File: src/rtl/video_timing_gen.sv
// rtl/video_timing_gen.sv - parametrised raster timing generator with frame-aligned start/stop
// Optional colour-bar pattern generator built only when VIDEO_TPG_EN is defined.
module video_timing_gen #(
   parameter int   HDISP  = 800,
   parameter int   VDISP  = 480,
   parameter int   HFP    = 40,
   parameter int   HPULSE = 48,
   parameter int   HBP    = 40,
   parameter int   VFP    = 13,
   parameter int   VPULSE = 3,
   parameter int   VBP    = 29,
   parameter logic HS_POL = 1'b0,
   parameter logic VS_POL = 1'b0
) (
   input  logic        pixel_clk,
   input  logic        pixel_rst,
   input  logic        en,
   input  logic        tpg_en,
   input  logic [23:0] rgb_in,
   output logic [11:0] x,
   output logic [10:0] y,
   output logic        frame_start,
   output logic        line_start,
   output logic        hs,
   output logic        vs,
   output logic        blank_n,
   output logic [23:0] rgb_out,
   output logic        running
);

   localparam int HTOTAL = HDISP + HFP + HPULSE + HBP;
   localparam int VTOTAL = VDISP + VFP + VPULSE + VBP;

   localparam logic [11:0] H_LAST = 12'(HTOTAL - 1);
   localparam logic [11:0] H_ACT  = 12'(HDISP);
   localparam logic [11:0] HS_BEG = 12'(HDISP + HFP);
   localparam logic [11:0] HS_END = 12'(HDISP + HFP + HPULSE);
   localparam logic [10:0] V_LAST = 11'(VTOTAL - 1);
   localparam logic [10:0] V_ACT  = 11'(VDISP);
   localparam logic [10:0] VS_BEG = 11'(VDISP + VFP);
   localparam logic [10:0] VS_END = 11'(VDISP + VFP + VPULSE);

   typedef enum logic [1:0] {IDLE, RUN, STOP_PEND} state_t;

   state_t      state_q, state_d;
   logic [11:0] h_q, h_d;
   logic [10:0] v_q, v_d;
   logic        last_pix;
   logic        active;
   logic        hs_d, vs_d;
   logic [23:0] pix;
   logic [23:0] rgb_d;
   logic        hs_q, vs_q, blank_q;
   logic [23:0] rgb_q;

   assign last_pix = (h_q == H_LAST) && (v_q == V_LAST);

   always_ff @(posedge pixel_clk or posedge pixel_rst) begin
      if (pixel_rst) begin
         state_q <= IDLE;
      end else begin
         state_q <= state_d;
      end
   end

   // A stop request only takes effect at the end of a complete frame.
   always_comb begin
      state_d = state_q;
      case (state_q)
         IDLE:      if (en) state_d = RUN;
         RUN:       if (!en) state_d = STOP_PEND;
         STOP_PEND: begin
            if (en) state_d = RUN;
            else if (last_pix) state_d = IDLE;
         end
         default:   state_d = IDLE;
      endcase
   end

   always_comb begin
      running = (state_q != IDLE);
   end

   always_comb begin
      h_d = h_q;
      v_d = v_q;
      if (!running) begin
         h_d = '0;
         v_d = '0;
      end else if (h_q == H_LAST) begin
         h_d = '0;
         v_d = (v_q == V_LAST) ? '0 : v_q + 11'd1;
      end else begin
         h_d = h_q + 12'd1;
      end
   end

   always_ff @(posedge pixel_clk or posedge pixel_rst) begin
      if (pixel_rst) begin
         h_q <= '0;
         v_q <= '0;
      end else begin
         h_q <= h_d;
         v_q <= v_d;
      end
   end

   assign x           = h_q;
   assign y           = v_q;
   assign line_start  = running && (h_q == '0);
   assign frame_start = line_start && (v_q == '0);

   assign active = running && (h_q < H_ACT) && (v_q < V_ACT);
   assign hs_d   = (running && (h_q >= HS_BEG) && (h_q < HS_END)) ? HS_POL : ~HS_POL;
   assign vs_d   = (running && (v_q >= VS_BEG) && (v_q < VS_END)) ? VS_POL : ~VS_POL;

`ifdef VIDEO_TPG_EN
   logic [2:0]  bar_idx;
   logic [23:0] bar_rgb;

   assign bar_idx = 3'({h_q, 3'b000} / 15'(HDISP));

   always_comb begin
      bar_rgb = 24'h000000;
      case (bar_idx)
         3'd0:    bar_rgb = 24'hFFFFFF;
         3'd1:    bar_rgb = 24'hFFFF00;
         3'd2:    bar_rgb = 24'h00FFFF;
         3'd3:    bar_rgb = 24'h00FF00;
         3'd4:    bar_rgb = 24'hFF00FF;
         3'd5:    bar_rgb = 24'hFF0000;
         3'd6:    bar_rgb = 24'h0000FF;
         default: bar_rgb = 24'h000000;
      endcase
   end

   assign pix = tpg_en ? bar_rgb : rgb_in;
`else
   logic unused_tpg_en;

   assign unused_tpg_en = tpg_en;
   assign pix           = rgb_in;
`endif

   assign rgb_d = active ? pix : 24'h000000;

   always_ff @(posedge pixel_clk or posedge pixel_rst) begin
      if (pixel_rst) begin
         hs_q    <= ~HS_POL;
         vs_q    <= ~VS_POL;
         blank_q <= 1'b0;
         rgb_q   <= '0;
      end else begin
         hs_q    <= hs_d;
         vs_q    <= vs_d;
         blank_q <= active;
         rgb_q   <= rgb_d;
      end
   end

   assign hs      = hs_q;
   assign vs      = vs_q;
   assign blank_n = blank_q;
   assign rgb_out = rgb_q;

endmodule

File: config.mk
export PLATFORM = sky130hd
export DESIGN_NAME = video_timing_gen
export DESIGN_NICKNAME = d
export VERILOG_FILES = /design/src/rtl/video_timing_gen.sv
export SDC_FILE = /design/constraint.sdc
export NUM_CORES = 1
export LEC_CHECK = 0
export BUFFER_PORTS_ARGS = -buffer_cell sky130_fd_sc_hd__buf_4
export CAP_MARGIN = 20
export CORE_ASPECT_RATIO = 1.25
export CORE_MARGIN = 4
export CORE_UTILIZATION = 45
export DETAILED_ROUTE_END_ITERATION = 8
export PLACE_DENSITY = 0.74
export REMOVE_ABC_BUFFERS = 1
export SKIP_LAST_GASP = 1
export SLEW_MARGIN = 20
export SYNTH_ARGS = -nofsm -noshare
export SYNTH_HDL_FRONTEND = slang
export SYNTH_SLANG_ARGS = --single-unit
File: constraint.sdc
create_clock -name pixel_clk -period 1.8 [get_ports pixel_clk]
set_input_delay 0.18 -clock pixel_clk [delete_from_list [all_inputs] [get_ports pixel_clk]]
set_output_delay 0.18 -clock pixel_clk [all_outputs]
set_load 0.05 [all_outputs]
-- Yosys cells after proc, flatten, opt, wreduce, memory -nomap -nowiden
Cells that the tools add are included.
- reductions and logical operators: 14
- eq/ne operators: 8
- $add $sub $neg: 2
- magnitude comparators: 6
- muxes and demuxes: 13
- operators by type and width (cell ; count):
    two-way mux 11 bit ; 3
    less-than comparator 12 x 10 -> 1 bit, second input constant ; 2
    two-way mux 12 bit ; 2
    two-way mux 24 bit ; 1
    less-than comparator 11 x 9 -> 1 bit, second input constant ; 2
    adder 12 x 1 -> 12 bit, second input constant ; 1
    equality test 12 x 10 -> 1 bit, second input constant ; 1
    >= comparator 12 x 10 -> 1 bit, second input constant ; 1
    zero test 12 bit ; 1
    adder 11 x 1 -> 11 bit, second input constant ; 1
    equality test 11 x 10 -> 1 bit, second input constant ; 1
    >= comparator 11 x 9 -> 1 bit, second input constant ; 1
    zero test 11 bit ; 1
    logical AND 1 bit ; 9
    two-way mux 2 bit ; 4
    case mux 2 bit (3 select lines) ; 1
    inequality test 2 bit, second input constant ; 2
    inequality test 3 bit, second input constant ; 1
    AND reduction 3 bit ; 1
    equality test 2 x 1 -> 1 bit, second input constant ; 1
    equality test 2 bit, second input constant ; 1
    zero test 2 bit ; 1
    two-way mux 1 bit ; 2
    inequality test 2 x 1 -> 1 bit, second input constant ; 1
    nonzero test 2 bit ; 1
- register bits after elaboration: 52
- bits of input ports: 28
- logic and storage cells: 50
- output and inout port bits: 53

-- Depth between registers and ports, before layout
Gate-level depths: netlist (run 1).
- depth in word-level cells: 5
- mapped depth: 6
- depth with buffers taken out: 6

-- Worst setup path after synthesis (run 1)
Ideal clock, no wire load.
- path kind: reg-to-output
- start point: register h_q[7], in the netlist x[7]
- end point: output frame_start
- arrival: 2.193 ns
- slack: -0.573 ns
- data required time: 1.620 ns
- stages on the path, launching flop included: 5
- buffers on the path: 1
- cells stage by stage: dfrtp_1 > buf_2 > nor4_1 > and4_1 > and4_1
- word-level cells in the longest chain between the ends: 3
- RTL lines (what ; RTL line ; source):
    start, declared ; 46 ; logic [11:0] h_q, h_d;
    start signal, assigned ; 100 ; h_q <= '0;
    start signal, assigned ; 103 ; h_q <= h_d;
    zero test 12 bit ; 110 ; assign line_start = running && (h_q == '0);
    logical AND 1 bit ; 110 ;
    named net line_start ; 23 ; output logic line_start,
    logical AND 1 bit ; 111 ; assign frame_start = line_start && (v_q == '0);
    end, declared ; 22 ; output logic frame_start,
The timed path passes the listed nets, and every way through them passes these cells.

-- Final worst setup path (run 1)
- start point: register h_q[1], in the netlist x[1]
- end point: output frame_start
- word-level cells in the longest chain between the ends: 3
- RTL lines (what ; RTL line):
    zero test 12 bit ; 110
    logical AND 1 bit ; 110
    logical AND 1 bit ; 111
Every way passes these cells.

==> results.yml, run 1 <==
clocking:
  clkLatencyLatePin_ps: 300
  cts-root-buf: "clkbuf_8"
  clk_pin_slew_worst_paths_ps: 100
  clk_path_buf_depth: 2
  cts.sinks: 52
  cts_htree_levels: 2
  cts_buffers: 5
  cts_tree: "done"
place:
  dp_slack_ps: 11.26
  postPlaceCellArea_mm2: 0.003193
  dp_hpwl_mm: 4.219
  gp_congestion: 0.8132
  portBuffers: 79
detailed_routing:
  drtPass1Iterations: 4
  dr_total_vias: 2046
  drt-wirelength-per-cell_um: 15.68
  drc: 0
  via_per_inst: 5.273
  ant_nets: 0
  drt_iter0_markers: 156
  drt-total-wl_mm: 6.085
timing:
  finalCritPeriodShare: 1.059
  fin_setup_tns_ps: -106.0
  rsz0062_at_grt: "yes"
  skew_ps: 6.924
  min_period_ps: 1906
  worstMarginPinSlew_ps: 374.4
  finalSetupViolations: 1
  fmax_mhz: 524.7
  worst_slack_ps: -106.0
  finalHoldViolCount: 0
  slew_violations: 0
  relSlewSlack: 0.7495
  fin_hold_ws_ps: 29.44
power_and_ir_drop:
  finalPower_mw: 3.174
  power.density_mw_per_mm2: 896.9
  p_int_mw: 2.097
  p_seq_frac: 0.408
  clock_power_share: 0.253
  p_leak_nw: 1.720
  p_sw_frac: 0.3394
  switching_power_mw: 1.077
  ir_worst_vdd_uv: 706.4
  p_comb_frac: 0.339
hold_path:
  hold_class: "input port to register"
  holdPathEnd: "state_q[1]"
  hp-start: "en"
  hold_depth: 2
critical_path:
  crit_required_ps: 1620
  r2r-start: "y[0]"
  r2r_cells: 8
  r2r-end: "y[3]"
  critical_path.startpoint_type: "register"
  r2r_setup_slack_ps: 20
  worstPathArrival_ps: 1730
  path_max_fanout: 2
  worstSetupEndpointType: "primary output"
  path_class: "register to primary output"
synth:
  synthCells: 207
  synth-edff-count: 0
  synth_area_leader_cell: "dfrtp_1"
  async_reset_ff_frac: 1.000
  synth.distinct_cells: 46
  synth_seq_cells: 52
  synth_warnings: 0
  seq_area_frac_synth: 0.5626
  netlist_area_mm2: 0.002317
  syn_area_per_cell_um2: 11.19
  synth_top_area_frac: 0.5400
  ys_top_cells_by_area: "dfrtp_1 (54%), and2_1 (6.7%), nor2_1 (3.1%)"
  yosys_most_used_dff: "dfrtp_1"
die:
  dieArea_mm2: 0.006369
  coreArea_mm2: 0.004870
  ios: 81
  start_util: 0.4758
  die_y_um: 88.23
  rows: 28
  die_w_um: 72.19
grt:
  first_global_vias: 2116
  antenna_found_initial: 0
  grt_pass1_wl_mm: 9.963
  grt_overflow: 0
  grt_usage: 0.1995
  grt_max_degree: 53
cells_and_area:
  drive_gt1_frac: 0.4878
  regArea_mm2: 0.001306
  fin_nets: 360
  multiInputGateArea_mm2: 0.001069
  diodes: 0
  syn_to_final_growth_pct: 52.70
  num-fill-cells: 367
  final_area_mm2: 0.003538
job:
  drv_cap: 0
run_status:
  violations: "negative setup slack"
  status: "finished with violations"
==> cells in the final DEF, fill, tap and decap left out, types with 3 or more instances in the layout <==
| cell | n |
|---|---|
| buf_4 | 117 |
| dfrtp_1 | 48 |
| and2_1 | 25 |
| nor2_1 | 18 |
| nand4_1 | 9 |
| nand3_1 | 8 |
| nand2_1 | 8 |
| xor2_1 | 8 |
| and3_1 | 6 |
| and4_1 | 5 |
| clkbuf_8 | 5 |
| nor3_1 | 4 |
| a21oi_2 | 3 |
| a211oi_1 | 3 |
| inv_2 | 3 |
==> power groups by stage <==
stage | Clock (mW) | Combinational (mW) | Sequential, mW
finish | 0.802 | 1.08 | 1.30
global route | 0.878 | 1.14 | 1.30
CTS | 0.825 | 1.05 | 1.29
detailed placement | 0 | 0.952 | 1.32
global placement | 0 | 0.939 | 1.31
floorplan | 0 | 0.259 | 1.63
==> sequential cells by signal, summed over array words and instances, names as in the netlist <==
signal and flops:
blank_n 1, rgb_out 24, state_q 2, vs 1, hs 1, x 12
y 11
==> synthesized netlist by cell type (2+ instances only) <==
library cell,count
a211oi_1,3
inv_1,5
and2_1,25
nor2_1,19
nand4_1,9
xnor2_1,2
o31ai_1,3
clkbuf_1,2
and3_1,6
nand2_1,8
nand3_1,8
a221o_1,2
nor3_1,4
ha_1,5
a21oi_1,4
and4_1,5
dfrtp_1,50
a31o_2,2
or4_1,2
nor4_1,2
dfstp_2,2
xor2_1,8
a31oi_1,2
buf_2,7
==> timing repair <==
item,in CTS,in global routing
pin swaps,5,8
hold buffers,1,0
endpoints found under the setup margin,4,14
hold endpoints to repair,50,0
resized for setup,14,15
buffers inserted,7,6
==> metal layers <==
metal  vias up  part of all wire  GRT usage
met5         -                 0          0
met3        10             0.095    0.07955
met1       991              0.41     0.2461
met2        73              0.48     0.3198
met4         0             0.015    0.06667
li1        972                 -          -
==> worst max-delay path, cell delays in order (launching register included) <==
cell     delay (ps)
dfrtp_1         390
inv_1            60
ha_1            160
nor4b_4         180
and4_1          250
and4_1          220
buf_6           160
==> per-stage QoR <==
stage / utilization / cells
2_1_floorplan: - / 198
3_3_place_gp: 0.6557 / 367
3_5_place_dp: 0.6557 / 367
4_1_cts: 0.7032 / 383
5_1_grt: 0.7266 / 388
6_report: 0.7266 / 388
==> logic make-up after synthesis <==
group           count (synthesis)  synth area share
compound gates                 25           0.08046
buf+inv                        15           0.02808
xor+xnor                       10           0.03780
fa+ha+maj                       5           0.02700
flops                          52            0.5626
simple gates                   99            0.2592
mux                             1          0.004859
==> worst max path at each step <==
stage | from | endpoint | cells after the start | slack, ps
after floorplan | x[7] | frame_start | 3 | -510
after global placement | y[0] | state_q[1] | 8 | 30
after detailed placement | x[0] | y[8] | 5 | 10
after CTS | x[1] | frame_start | 6 | -120
after global routing | state_q[0] | frame_start | 5 | -190
final | x[1] | frame_start | 6 | -110
==> area by class of cell <==
type / count / area share
inverters: 6 / 0.006365
flip-flops and latches: 52 / 0.3692
well taps: 60 / 0.02122
clock inverters: 3 / 0.01202
multi-input cells: 140 / 0.3020
clock buffers: 5 / 0.01945
repair buffers: 122 / 0.2698
No activity file was read; power rests on OpenSTA's default activity.
==> run 2: changes to the inputs <==
Settings changed: CORE_ASPECT_RATIO 1.25 to 0.75.
==> run 2 against run 1 <==
The flow still finishes with violations (negative setup slack). Routed wire length is 4.0% lower. Highest routed layer unchanged. Sequential share of layout area increased by 0.66 points. Die area about the same. Clock skew fell by 0.75 ps. Sequential power about the same. Register-to-register slack got worse by 100 ps. Fmax down 0.50%. Critical path depth decreased by 2. Critical path type unchanged.
==> results.yml, run 2 (same netlist as run 1, synthesis figures left out) <==
timing:
  worstMarginPinSlew_ps: 337.1
  min_period_ps: 1916
  skew_ps: 6.170
  finalCritPeriodShare: 1.064
  finalSetupViolations: 10
  finalHoldViolCount: 0
  relSlewSlack: 0.7745
  fmax_mhz: 522.1
  slew_violations: 0
  rsz0062_at_grt: "yes"
  worst_slack_ps: -115.5
grt:
  grt_usage: 0.1833
  grt_overflow: 0
  first_global_vias: 1889
  antenna_found_initial: 0
  grt_pass1_wl_mm: 9.266
  grt_max_degree: 53
detailed_routing:
  dr_total_vias: 2008
  drc: 0
  drt_iter0_markers: 155
  drt-wirelength-per-cell_um: 15.33
  via_per_inst: 5.270
  drt-total-wl_mm: 5.841
  drtPass1Iterations: 4
  ant_nets: 0
critical_path:
  worstSetupEndpointType: "primary output"
  slowest_delay_ps: 490
  path_class: "register to primary output"
  critical_path.startpoint_type: "register"
  cpLargestDelayFamily: "simple AND/OR/NAND/NOR gates"
  crit_required_ps: 1620
  r2r_cells: 9
  worstPathArrival_ps: 1740
  r2r-end: "y[2]"
  r2r-start: "x[0]"
  cp_slowest_cell: "dfrtp_1"
  path_max_fanout: 6
  path_cells: "nor4_2, and4_1, and4_4, buf_8"
  crit_start: "x[7]"
  path_buf_inv: 1
  r2r_setup_slack_ps: -80
  cp.depth: 4
die:
  start_util: 0.4703
  ios: 81
  rows: 22
  coreArea_mm2: 0.004927
  dieArea_mm2: 0.006373
  die_w_um: 90.86
  die_y_um: 70.15
cells_and_area:
  final_cells: 381
  diodes: 0
  final_cell_mix: "buf_4 (109), dfrtp_1 (50), and2_1 (25), nor2_1 (18), nand4_1 (9)"
  final_common_cell: "buf_4"
  drive_gt1_frac: 0.4798
  fin_nets: 353
  syn_to_final_growth_pct: 49.73
  largest_reg_flops: 24
place:
  portBuffers: 79
  gp_congestion: 0.8619
  place_inst: 360
  dp_hpwl_mm: 4.083
run_status:
  violations: "negative setup slack"
  status: "finished with violations"
clocking:
  cts.sinks: 52
  cts_htree_levels: 2
  cts_tree: "done"
  cts-root-buf: "clkbuf_8"
  clk_pin_slew_worst_paths_ps: 90
  clk_path_buf_depth: 2
  clkLatencyLatePin_ps: 300
  cts_buffers: 5
hold_path:
  hold_class: "input port to register"
  hold_depth: 2
  hp-start: "en"
  holdPathEnd: "state_q[1]"
power_and_ir_drop:
  ir_worst_vdd_uv: 615.6
  finalPower_mw: 3.031
  p_leak_nw: 1.680
  power.density_mw_per_mm2: 873.6
job:
  drv_cap: 0
[run 2: changes by cell type in the layout (fill, tap and decap cells not counted), moves of 2 or more]
cell	delta
buf_4	-8
and4_1	-2
and4_4	+2
dfrtp_1	+2
dfrtp_2	-2
inv_2	+2
o31ai_1	+2
[run 2: area by class of cell]
type / count / area (µm²)
fillers: 354 / 1458
clock inverters: 2 / 16.27
flip-flops and latches: 52 / 1304
multi-input cells: 140 / 1070
inverters: 6 / 22.52
clock buffers: 6 / 72.57
repair buffers: 115 / 909.6
well taps: 60 / 75.07
[run 2: routing by layer]
| metal | track usage | part of all wire | up-vias |
|---|---|---|---|
| li1 | - | - | 961 |
| met2 | 0.2703 | 0.44 | 108 |
| met5 | 0 | 0 | - |
| met4 | 0.05017 | 0.0086 | 0 |
| met3 | 0.08073 | 0.12 | 5 |
| met1 | 0.2460 | 0.43 | 934 |
[run 2: through the flow]
| stage | cell area [µm²] | util | hold WS [ps] | setup slack [ps] | setup TNS [ps] |
|---|---|---|---|---|---|
| after global placement | 3141 | 0.6374 | 251.3 | 72.93 | 0 |
| after CTS | 3307 | 0.6712 | 23.77 | -139.0 | -148.6 |
| after floorplan | 2275 | - | 252.4 | -510.9 | -11890 |
| after detailed placement | 3141 | 0.6374 | 255.2 | 20.93 | 0 |
| after global routing | 3470 | 0.7042 | 29.24 | -197.7 | -2019 |
| final | 3470 | 0.7042 | 28.31 | -115.5 | -523.4 |
[run 2: power by group]
group	total (mW)	leakage, nW	internal, mW	switching [mW]
Clock	0.658	0.0414	0.277	0.380
Sequential	1.30	0.674	1.25	0.0531
Combinational	1.07	0.964	0.424	0.645
Total	3.03	1.68	1.95	1.08
[run 2: what timing repair did]
| item | 4_1_cts | 5_1_grt |
|---|---|---|
| endpoints found under the setup margin | 4 | 46 |
| buffers inserted | 4 | 9 |
| hold buffers | 1 | 0 |
| gates resized for setup | 6 | 27 |
| hold endpoints to repair | 50 | 0 |
| pin swaps | 5 | 9 |
[run 2: how the worst max path moves through the flow]
stage	end	slack (ps)
global placement	y[8]	70
CTS	frame_start	-140
detailed placement	y[8]	20
floorplan	frame_start	-510
finish	frame_start	-120
global route	frame_start	-200
